===== src/rtl/complex_fu_exec.sv =====
`default_nettype none
// ============================================================================
// Module      : complex_fu_exec
// Description : Complex-lane execution unit. MULT/MULTU run on a fixed-latency
//               pipeline; DIV/DIVU run on an iterative radix-2 restoring
//               divider. One tagged 64-bit HI:LO result per cycle is returned
//               toward writeback. Flush kills all in-flight work.
// Revision    : 1.0 - initial release
// ============================================================================
module complex_fu_exec #(
    parameter int DATA_WIDTH = 32,
    parameter int TAG_WIDTH  = 16,
    parameter int MUL_LAT    = 3
) (
    input  logic                  clk,
    input  logic                  reset,
    input  logic                  flush,
    input  logic                  in_valid,
    output logic                  in_ready,
    input  logic [1:0]            in_op,
    input  logic [DATA_WIDTH-1:0] in_src1,
    input  logic [DATA_WIDTH-1:0] in_src2,
    input  logic [TAG_WIDTH-1:0]  in_tag,
    output logic                  out_valid,
    output logic [DATA_WIDTH-1:0] out_hi,
    output logic [DATA_WIDTH-1:0] out_lo,
    output logic [TAG_WIDTH-1:0]  out_tag,
    output logic                  div_busy
);

    localparam int                C_CNT_W      = $clog2(DATA_WIDTH + 1);
    localparam logic [C_CNT_W-1:0] C_COUNT_INIT = C_CNT_W'(DATA_WIDTH);
    localparam logic [C_CNT_W-1:0] C_COUNT_LAST = C_CNT_W'(1);

    typedef enum logic [1:0] {
        S_IDLE = 2'd0,
        S_BUSY = 2'd1,
        S_DONE = 2'd2
    } div_state_t;

    div_state_t r_state;
    div_state_t w_state_next;

    // ------------------------------------------------------------------
    // Input decode / accept
    // ------------------------------------------------------------------
    logic w_accept;
    logic w_mul_accept;
    logic w_div_accept;
    logic w_op_signed;

    // in_op[1] selects the divider, in_op[0] selects the unsigned variant.
    assign w_accept     = in_valid & in_ready & ~flush;
    assign w_mul_accept = w_accept & ~in_op[1];
    assign w_div_accept = w_accept &  in_op[1];
    assign w_op_signed  = ~in_op[0];

    // ------------------------------------------------------------------
    // Multiplier: operands are sign- or zero-extended to full product
    // width so a single unsigned multiply gives the correct low 2W bits.
    // ------------------------------------------------------------------
    logic [2*DATA_WIDTH-1:0] w_mul_a_ext;
    logic [2*DATA_WIDTH-1:0] w_mul_b_ext;
    logic [2*DATA_WIDTH-1:0] w_mul_prod;

    assign w_mul_a_ext = {{DATA_WIDTH{w_op_signed & in_src1[DATA_WIDTH-1]}}, in_src1};
    assign w_mul_b_ext = {{DATA_WIDTH{w_op_signed & in_src2[DATA_WIDTH-1]}}, in_src2};
    assign w_mul_prod  = w_mul_a_ext * w_mul_b_ext;

    logic [MUL_LAT-1:0]      r_mul_vld;
    logic [2*DATA_WIDTH-1:0] r_mul_prod [MUL_LAT];
    logic [TAG_WIDTH-1:0]    r_mul_tag  [MUL_LAT];

    // Multiply pipeline: valid/tag/product advance one stage per cycle,
    // data registers only load behind a valid so the last stage holds.
    always_ff @(posedge clk or posedge reset) begin
        if (reset) begin
            for (int k = 0; k < MUL_LAT; k++) begin
                r_mul_vld[k]  <= 1'b0;
                r_mul_prod[k] <= '0;
                r_mul_tag[k]  <= '0;
            end
        end else begin
            // w_mul_accept is already low during a flush
            r_mul_vld[0] <= w_mul_accept;
            if (w_mul_accept) begin
                r_mul_prod[0] <= w_mul_prod;
                r_mul_tag[0]  <= in_tag;
            end
            for (int k = 1; k < MUL_LAT; k++) begin
                r_mul_vld[k] <= r_mul_vld[k-1] & ~flush;
                if (r_mul_vld[k-1]) begin
                    r_mul_prod[k] <= r_mul_prod[k-1];
                    r_mul_tag[k]  <= r_mul_tag[k-1];
                end
            end
        end
    end

    // ------------------------------------------------------------------
    // Divider datapath
    // ------------------------------------------------------------------
    logic [DATA_WIDTH-1:0] r_quo;       // dividend magnitude shifting out, quotient shifting in
    logic [DATA_WIDTH-1:0] r_rem;
    logic [DATA_WIDTH-1:0] r_divisor;
    logic                  r_neg_q;
    logic                  r_neg_r;
    logic [TAG_WIDTH-1:0]  r_div_tag;
    logic [C_CNT_W-1:0]    r_count;

    logic [DATA_WIDTH-1:0] w_abs_a;
    logic [DATA_WIDTH-1:0] w_abs_b;
    logic                  w_a_neg;
    logic                  w_b_neg;
    logic [DATA_WIDTH:0]   w_shift_rem;
    logic [DATA_WIDTH-1:0] w_trial;
    logic                  w_ge;

    assign w_a_neg = w_op_signed & in_src1[DATA_WIDTH-1];
    assign w_b_neg = w_op_signed & in_src2[DATA_WIDTH-1];
    assign w_abs_a = w_a_neg ? (~in_src1 + 1'b1) : in_src1;
    assign w_abs_b = w_b_neg ? (~in_src2 + 1'b1) : in_src2;

    // The partial remainder stays below the divisor, so the shifted value
    // fits in W+1 bits and the subtraction result fits in W bits. With a
    // zero divisor every step subtracts nothing: quotient bits all set and
    // the remainder ends up equal to the dividend magnitude.
    assign w_shift_rem = {r_rem, r_quo[DATA_WIDTH-1]};
    assign w_ge        = (w_shift_rem >= {1'b0, r_divisor});
    assign w_trial     = w_shift_rem[DATA_WIDTH-1:0] - r_divisor;

    // Divider operand capture on accept, one restoring step per BUSY cycle.
    always_ff @(posedge clk or posedge reset) begin
        if (reset) begin
            r_quo     <= '0;
            r_rem     <= '0;
            r_divisor <= '0;
            r_neg_q   <= 1'b0;
            r_neg_r   <= 1'b0;
            r_div_tag <= '0;
            r_count   <= '0;
        end else if (w_div_accept) begin
            r_quo     <= w_abs_a;
            r_rem     <= '0;
            r_divisor <= w_abs_b;
            // Divide-by-zero must keep the all-ones quotient unnegated.
            r_neg_q   <= (w_a_neg ^ w_b_neg) & (in_src2 != '0);
            r_neg_r   <= w_a_neg;
            r_div_tag <= in_tag;
            r_count   <= C_COUNT_INIT;
        end else if (r_state == S_BUSY) begin
            r_rem   <= w_ge ? w_trial : w_shift_rem[DATA_WIDTH-1:0];
            r_quo   <= {r_quo[DATA_WIDTH-2:0], w_ge};
            r_count <= r_count - 1'b1;
        end
    end

    // ------------------------------------------------------------------
    // Divider FSM
    // ------------------------------------------------------------------
    // State register.
    always_ff @(posedge clk or posedge reset) begin
        if (reset) begin
            r_state <= S_IDLE;
        end else begin
            r_state <= w_state_next;
        end
    end

    // Next-state logic; flush returns to IDLE from any state.
    always_comb begin
        w_state_next = r_state;
        case (r_state)
            S_IDLE: if (w_div_accept)           w_state_next = S_BUSY;
            S_BUSY: if (r_count == C_COUNT_LAST) w_state_next = S_DONE;
            S_DONE:                              w_state_next = S_IDLE;
            default:                             w_state_next = S_IDLE;
        endcase
        if (flush) begin
            w_state_next = S_IDLE;
        end
    end

    // ------------------------------------------------------------------
    // Outputs
    // ------------------------------------------------------------------
    logic                  w_div_done;
    logic [DATA_WIDTH-1:0] w_q_fix;
    logic [DATA_WIDTH-1:0] w_r_fix;

    assign w_div_done = (r_state == S_DONE);
    assign w_q_fix    = r_neg_q ? (~r_quo + 1'b1) : r_quo;
    assign w_r_fix    = r_neg_r ? (~r_rem + 1'b1) : r_rem;

    assign in_ready  = (r_state == S_IDLE);
    assign div_busy  = (r_state != S_IDLE);
    assign out_valid = (r_mul_vld[MUL_LAT-1] | w_div_done) & ~flush;
    assign out_hi    = w_div_done ? w_r_fix   : r_mul_prod[MUL_LAT-1][2*DATA_WIDTH-1:DATA_WIDTH];
    assign out_lo    = w_div_done ? w_q_fix   : r_mul_prod[MUL_LAT-1][DATA_WIDTH-1:0];
    assign out_tag   = w_div_done ? r_div_tag : r_mul_tag[MUL_LAT-1];

    // Muls are only accepted in IDLE, so the pipe has drained before DONE.
    a_no_collision : assert property (@(posedge clk) disable iff (reset)
        !(r_mul_vld[MUL_LAT-1] && w_div_done));

endmodule
`default_nettype wire

===== config.mk =====
export PLATFORM = sky130hd
export DESIGN_NAME = complex_fu_exec
export DESIGN_NICKNAME = d
export VERILOG_FILES = /design/src/rtl/complex_fu_exec.sv
export SDC_FILE = /design/constraint.sdc
export NUM_CORES = 2
export LEC_CHECK = 0
export CAP_MARGIN = 15
export CELL_PAD_IN_SITES_DETAIL_PLACEMENT = 0
export CELL_PAD_IN_SITES_GLOBAL_PLACEMENT = 1
export CORE_MARGIN = 4
export CORE_UTILIZATION = 40
export DETAILED_ROUTE_END_ITERATION = 8
export GPL_TIMING_DRIVEN = 0
export MAX_ROUTING_LAYER = met4
export PLACE_DENSITY_LB_ADDON = 0.1
export SLEW_MARGIN = 20
export SYNTH_ARGS = -nofsm -noshare
export SYNTH_HDL_FRONTEND = slang
export SYNTH_SLANG_ARGS = --single-unit

===== constraint.sdc =====
create_clock -name clk -period 13.5 [get_ports clk]
set_input_delay 1.35 -clock clk [delete_from_list [all_inputs] [get_ports clk]]
set_output_delay 1.35 -clock clk [all_outputs]
set_load 0.05 [all_outputs]

==> results.md <==
- The slack of the worst reg-to-reg path is approximately 9.4 ns.
- The type of the most critical hold path is reg -> reg.
- The compound-cell area share of the yosys netlist is between 6 and 7%.
- The sequential area share after synthesis is 16.1%.
- Data arrives at the worst endpoint at roughly 13 ns.
- The biggest fanout along the worst timing path is 12.
- The quantity of hold-fixing buffers added after cts is 0.
- The predominant post-synthesis flop cell is sky130_fd_sc_hd__dfrtp_1.
- After floorplanning, the core was sized to cover about 0.14 mm^2.
- After Yosys synthesis, full adders, half adders and majority gates account for between 40% and 50% of the synthesized area.
- The synthesized net count is roughly 7600.
- The count of final setup violators is 0.
- Headroom to the max-slew limit came out at between 10% and 20%.
- The fraction of registers with async set or reset after synthesis is between 90% and 100%.
- Clock tree synthesis found a total of between 300 and 400 sinks.
- The number of setup buffers added after CTS is 0.
- The deepest clock path buffer count is 3.
- The post-CTS resize count is 0.
- The total iterations of the first detailed-routing run is 7.
- Among the stages of the critical path, the cell type that occurs most often is sky130_fd_sc_hd__fa_1.
- The critical register-to-register path endpoint is r_rem[24].
- The number of design-rule violations left by the first detailed-router iteration is about 3700.
- The multi-input logic area is around 0.042 mm^2.
- Registers take between 0.009 and 0.01 mm^2.
- The end point of the critical path is r_mul_prod[190].
- The worst hold path passes through 2 cells.
- The final estimated routing congestion in global placement is between 0.9 and 1.
- The count of boundary I/O pins is about 170.
- The Yosys step of the flow raised 0 warnings.
- The library cells used most frequently in the layout, excluding fill and tap cells, are sky130_fd_sc_hd__inv_1 (1176), sky130_fd_sc_hd__fa_1 (1125), sky130_fd_sc_hd__nand2_1 (1045).
- For this run, design rule violations remaining after detail routing come to 0.
- Summing over every cut layer, the via total after detailed routing is around 44000.
- The run finished with clean final reports.
- The cell at the root of the clock tree is sky130_fd_sc_hd__clkbuf_16.
- The distinct cell type count of the synthesized netlist is 68.
- The endpoint kind of the worst setup timing path is a register.
- The detail-routed net length per standard cell is 27.7 um.
- Synthesis inferred about 370 register bits.
- The number of buffers and inverters on the critical path is 8.
- Row generation in the floorplan step produced around 140 rows.
- Based on the critical path, the design can be clocked at up to around 81 MHz.
- The total wire length is roughly 230000 um.
- Once the floorplan was initialized, standard cells occupied around 40% of the core.
- The layout-stage area growth over the synthesis result is 8.72%.
- The number of filler cells placed in the layout is about 14000.
- The slowest stage of the critical path is the sky130_fd_sc_hd__fa_1 cell.
- The clock tree skew after final layout is roughly 0.0095 ns.
- Detailed placement ended at an HPWL of ~190000 um.
- In the synthesized netlist, mux cells make up between 3 and 4% of the area.
- After synthesis, the mean cell area works out to ~9.3 um^2.
- Summed over all layers, the global routing overflow is 0.
- In this run, CTS created clock tree buffers numbering 35.
- The number of vias per cell is between 5 and 6.
- The source of the worst register-to-register timing path is r_rem[7].
- Global routing consumed, over all layers together, between 30% and 40% of the routing resources.
- The max capacitance violation total is 0.
- Entering global routing, the biggest net connects 102 pins.
- The total count of max-transition violations in the final report is 0.
- On the critical path the largest part of the delay comes from adder cells.
- The count of placed standard cells including taps is between 8000 and 9000.
- The most common library cell in the layout ignoring fill and taps is sky130_fd_sc_hd__inv_1.
- The clock-pin slew on the worst setup and hold paths is roughly 0.060 ns.
- Subtracting the final worst setup slack from the clock period gives roughly 12 ns.
- The delay of the slowest cell on the worst path is between 1 and 1.5 ns.
- The final standard cell count with taps included and fillers excluded is around 8200.
- The number of hold violations in the final report is 0.
- After Yosys synthesis, XOR and XNOR cells account for roughly 3.4% of the synthesized area.
- At the end of the flow, the number of nets in the layout was around 7700.
- The main combinational cell family by area after synthesis is adder cells.
- The worst reg2reg path depth is 12.
- The number of global-route vias before repair is roughly 45000.
- The CTS tree is yes.
- The count of H-tree levels built during CTS is 2.
- The synthesized netlist cell count is between 6000 and 7000.
- The first global-routing pass estimated about 330000 um of wire.
- At the worst endpoint, the required time is roughly 14 ns.
- For the pin with the worst max-slew slack, the measured transition is ~1.3 ns.
- In the final layout, the share of cells above drive strength 1 is ~4.7%.
- Of the total synthesized cell area, the portion taken by AND, OR, NAND and NOR gates is between 10% and 20%.
- The source-to-sink clock delay at the later pin of the worst-skew pair is around 0.55 ns.
- The ratio of final minimum period to clock period is 91.7%.
- The height of the chip is roughly 380 um.
- The critical setup path kind is in -> reg.
- The overall die area is ~0.15 mm^2.
- The count of input and output buffers is about 120.
- The number of antenna violations at the first check in global routing is 30.
- The horizontal die dimension is 384 um.
- The number of gates on the worst path with buffers counted is 27.
- The mapped netlist covers 0.0566 mm^2.
- In this run, synthesis inferred 0 flip-flops with an integrated enable.
- In this run the remaining antenna-violating nets after routing total 0.
- Setup repair after global routing left no endpoint under its margin.
- The critical path launch point type is an input port.
- The most critical setup path has its startpoint at in_op[0].
state kept, by name, summed over array words and instances, names as in the netlist, 2 cells and up:
name and cells:
r_mul_prod 192, r_mul_vld 3, r_count 6, r_rem 32, r_mul_tag 48, r_divisor 32, r_quo 32, r_state 2
r_div_tag 16
per-layer routing:
metal  vias to the layer above  wire length [um]  share of wire (%)  global-route usage (%)
met5                         -                 0                  0                       -
met4                         0              8140                3.6                    9.07
met3                       313             16600                7.4                    5.16
met2                      1640            103000                 45                    49.2
met1                     22900             98800                 44                    43.5
li1                      18800                 -                  -                       -
stage by stage:
step / TNS, ns / instance area (um^2) / hold WS (ns) / setup WS (ns) / util, %
global route: 0 / 61500 / 0.491 / 0.749 / 43.9
CTS: 0 / 61500 / 0.474 / 0.788 / 43.9
finish: 0 / 61500 / 0.469 / 1.12 / 43.9
floorplan: 0 / 56600 / 0.440 / 2.02 / -
detailed placement: 0 / 60300 / 0.457 / 0.248 / 43.1
global placement: -1109.52 / 60100 / 0.453 / -3.14 / 42.9
kinds of logic (layout without fill, tap and decap cells):
family / Yosys count / count (layout)
and+or+nand+nor: 1746 / 1746
AOI/OAI and AO/OA: 641 / 641
muxes: 191 / 191
adders and majority gates: 1376 / 1376
DFF: 365 / 365
xor gates and xnor gates: 220 / 220
buffers and inverters: 1550 / 1736
other: 0 / 17
area by class of cell:
type                       instances  share of cell area (%)
antenna                           17                  0.0691
buffer                           372                    2.33
clock buffer                      50                    1.66
clock inverter                    11                   0.238
inverter                        1178                    7.20
multi-input combinational       4174                    67.7
sequential                       365                    14.8
tap                             1876                    3.82
timing repair buffer             125                    2.16
synth_stat cells (4+ instances only):
cell type | count | area (um^2)
sky130_fd_sc_hd__inv_1 | 1177 | 4420
sky130_fd_sc_hd__and3_1 | 9 | 56.3
sky130_fd_sc_hd__a221o_1 | 4 | 40.0
sky130_fd_sc_hd__o21ai_0 | 283 | 1420
sky130_fd_sc_hd__or3_1 | 11 | 68.8
sky130_fd_sc_hd__a211oi_1 | 22 | 165
sky130_fd_sc_hd__a21oi_1 | 127 | 636
sky130_fd_sc_hd__fa_1 | 1126 | 22500
sky130_fd_sc_hd__a311oi_1 | 4 | 35.0
sky130_fd_sc_hd__nor3b_1 | 4 | 30.0
sky130_fd_sc_hd__nand3_1 | 47 | 235
sky130_fd_sc_hd__or2_2 | 4 | 25.0
sky130_fd_sc_hd__a211o_1 | 4 | 35.0
sky130_fd_sc_hd__o21bai_1 | 19 | 143
sky130_fd_sc_hd__mux2i_1 | 11 | 110
sky130_fd_sc_hd__nand4_1 | 15 | 93.8
sky130_fd_sc_hd__a31oi_1 | 14 | 87.6
sky130_fd_sc_hd__nand4b_1 | 4 | 35.0
sky130_fd_sc_hd__nor3_1 | 20 | 100
sky130_fd_sc_hd__dfrtp_1 | 365 | 9130
sky130_fd_sc_hd__o21a_1 | 9 | 67.6
sky130_fd_sc_hd__nor2_1 | 115 | 432
sky130_fd_sc_hd__or4_4 | 4 | 45.0
sky130_fd_sc_hd__buf_1 | 50 | 188
sky130_fd_sc_hd__a21o_1 | 28 | 210
sky130_fd_sc_hd__a221oi_1 | 4 | 35.0
sky130_fd_sc_hd__ha_1 | 250 | 3130
sky130_fd_sc_hd__nand2_1 | 1045 | 3920
sky130_fd_sc_hd__or4_1 | 15 | 113
sky130_fd_sc_hd__xnor2_1 | 93 | 815
sky130_fd_sc_hd__o211ai_1 | 10 | 75.1
sky130_fd_sc_hd__nand2b_1 | 26 | 163
sky130_fd_sc_hd__o21ai_1 | 6 | 30.0
sky130_fd_sc_hd__mux2_2 | 180 | 2030
sky130_fd_sc_hd__clkbuf_1 | 320 | 1200
sky130_fd_sc_hd__nor4_1 | 14 | 87.6
sky130_fd_sc_hd__o41ai_1 | 17 | 149
sky130_fd_sc_hd__a41oi_1 | 4 | 35.0
sky130_fd_sc_hd__and2_1 | 385 | 2410
sky130_fd_sc_hd__a22oi_1 | 30 | 225
sky130_fd_sc_hd__nor2b_1 | 13 | 81.3
sky130_fd_sc_hd__nand3b_1 | 5 | 37.5
sky130_fd_sc_hd__o31ai_1 | 32 | 240
sky130_fd_sc_hd__xor2_1 | 127 | 1110
worst min-delay path by stage:
stage | endpoint | slack, ns | from
4_1_cts | r_mul_tag[46] | 0.47 | r_mul_tag[46]
6_report | r_mul_prod[129] | 0.47 | r_mul_prod[129]
3_5_place_dp | r_mul_tag[35] | 0.46 | r_mul_tag[35]
3_3_place_gp | r_mul_tag[37] | 0.45 | r_mul_tag[37]
2_1_floorplan | r_mul_tag[32] | 0.44 | r_mul_tag[32]
5_1_grt | r_div_tag[9] | 0.49 | r_div_tag[9]
worst min-delay path: stages (launching register included):
cell                      delay [ns]
sky130_fd_sc_hd__dfrtp_1        0.34
sky130_fd_sc_hd__nand2_1        0.05
sky130_fd_sc_hd__nand2_1        0.05
Power is left out: the tool's default activity adds up to more than one toggle a clock period on the data nets, which glitch-free logic cannot reach.
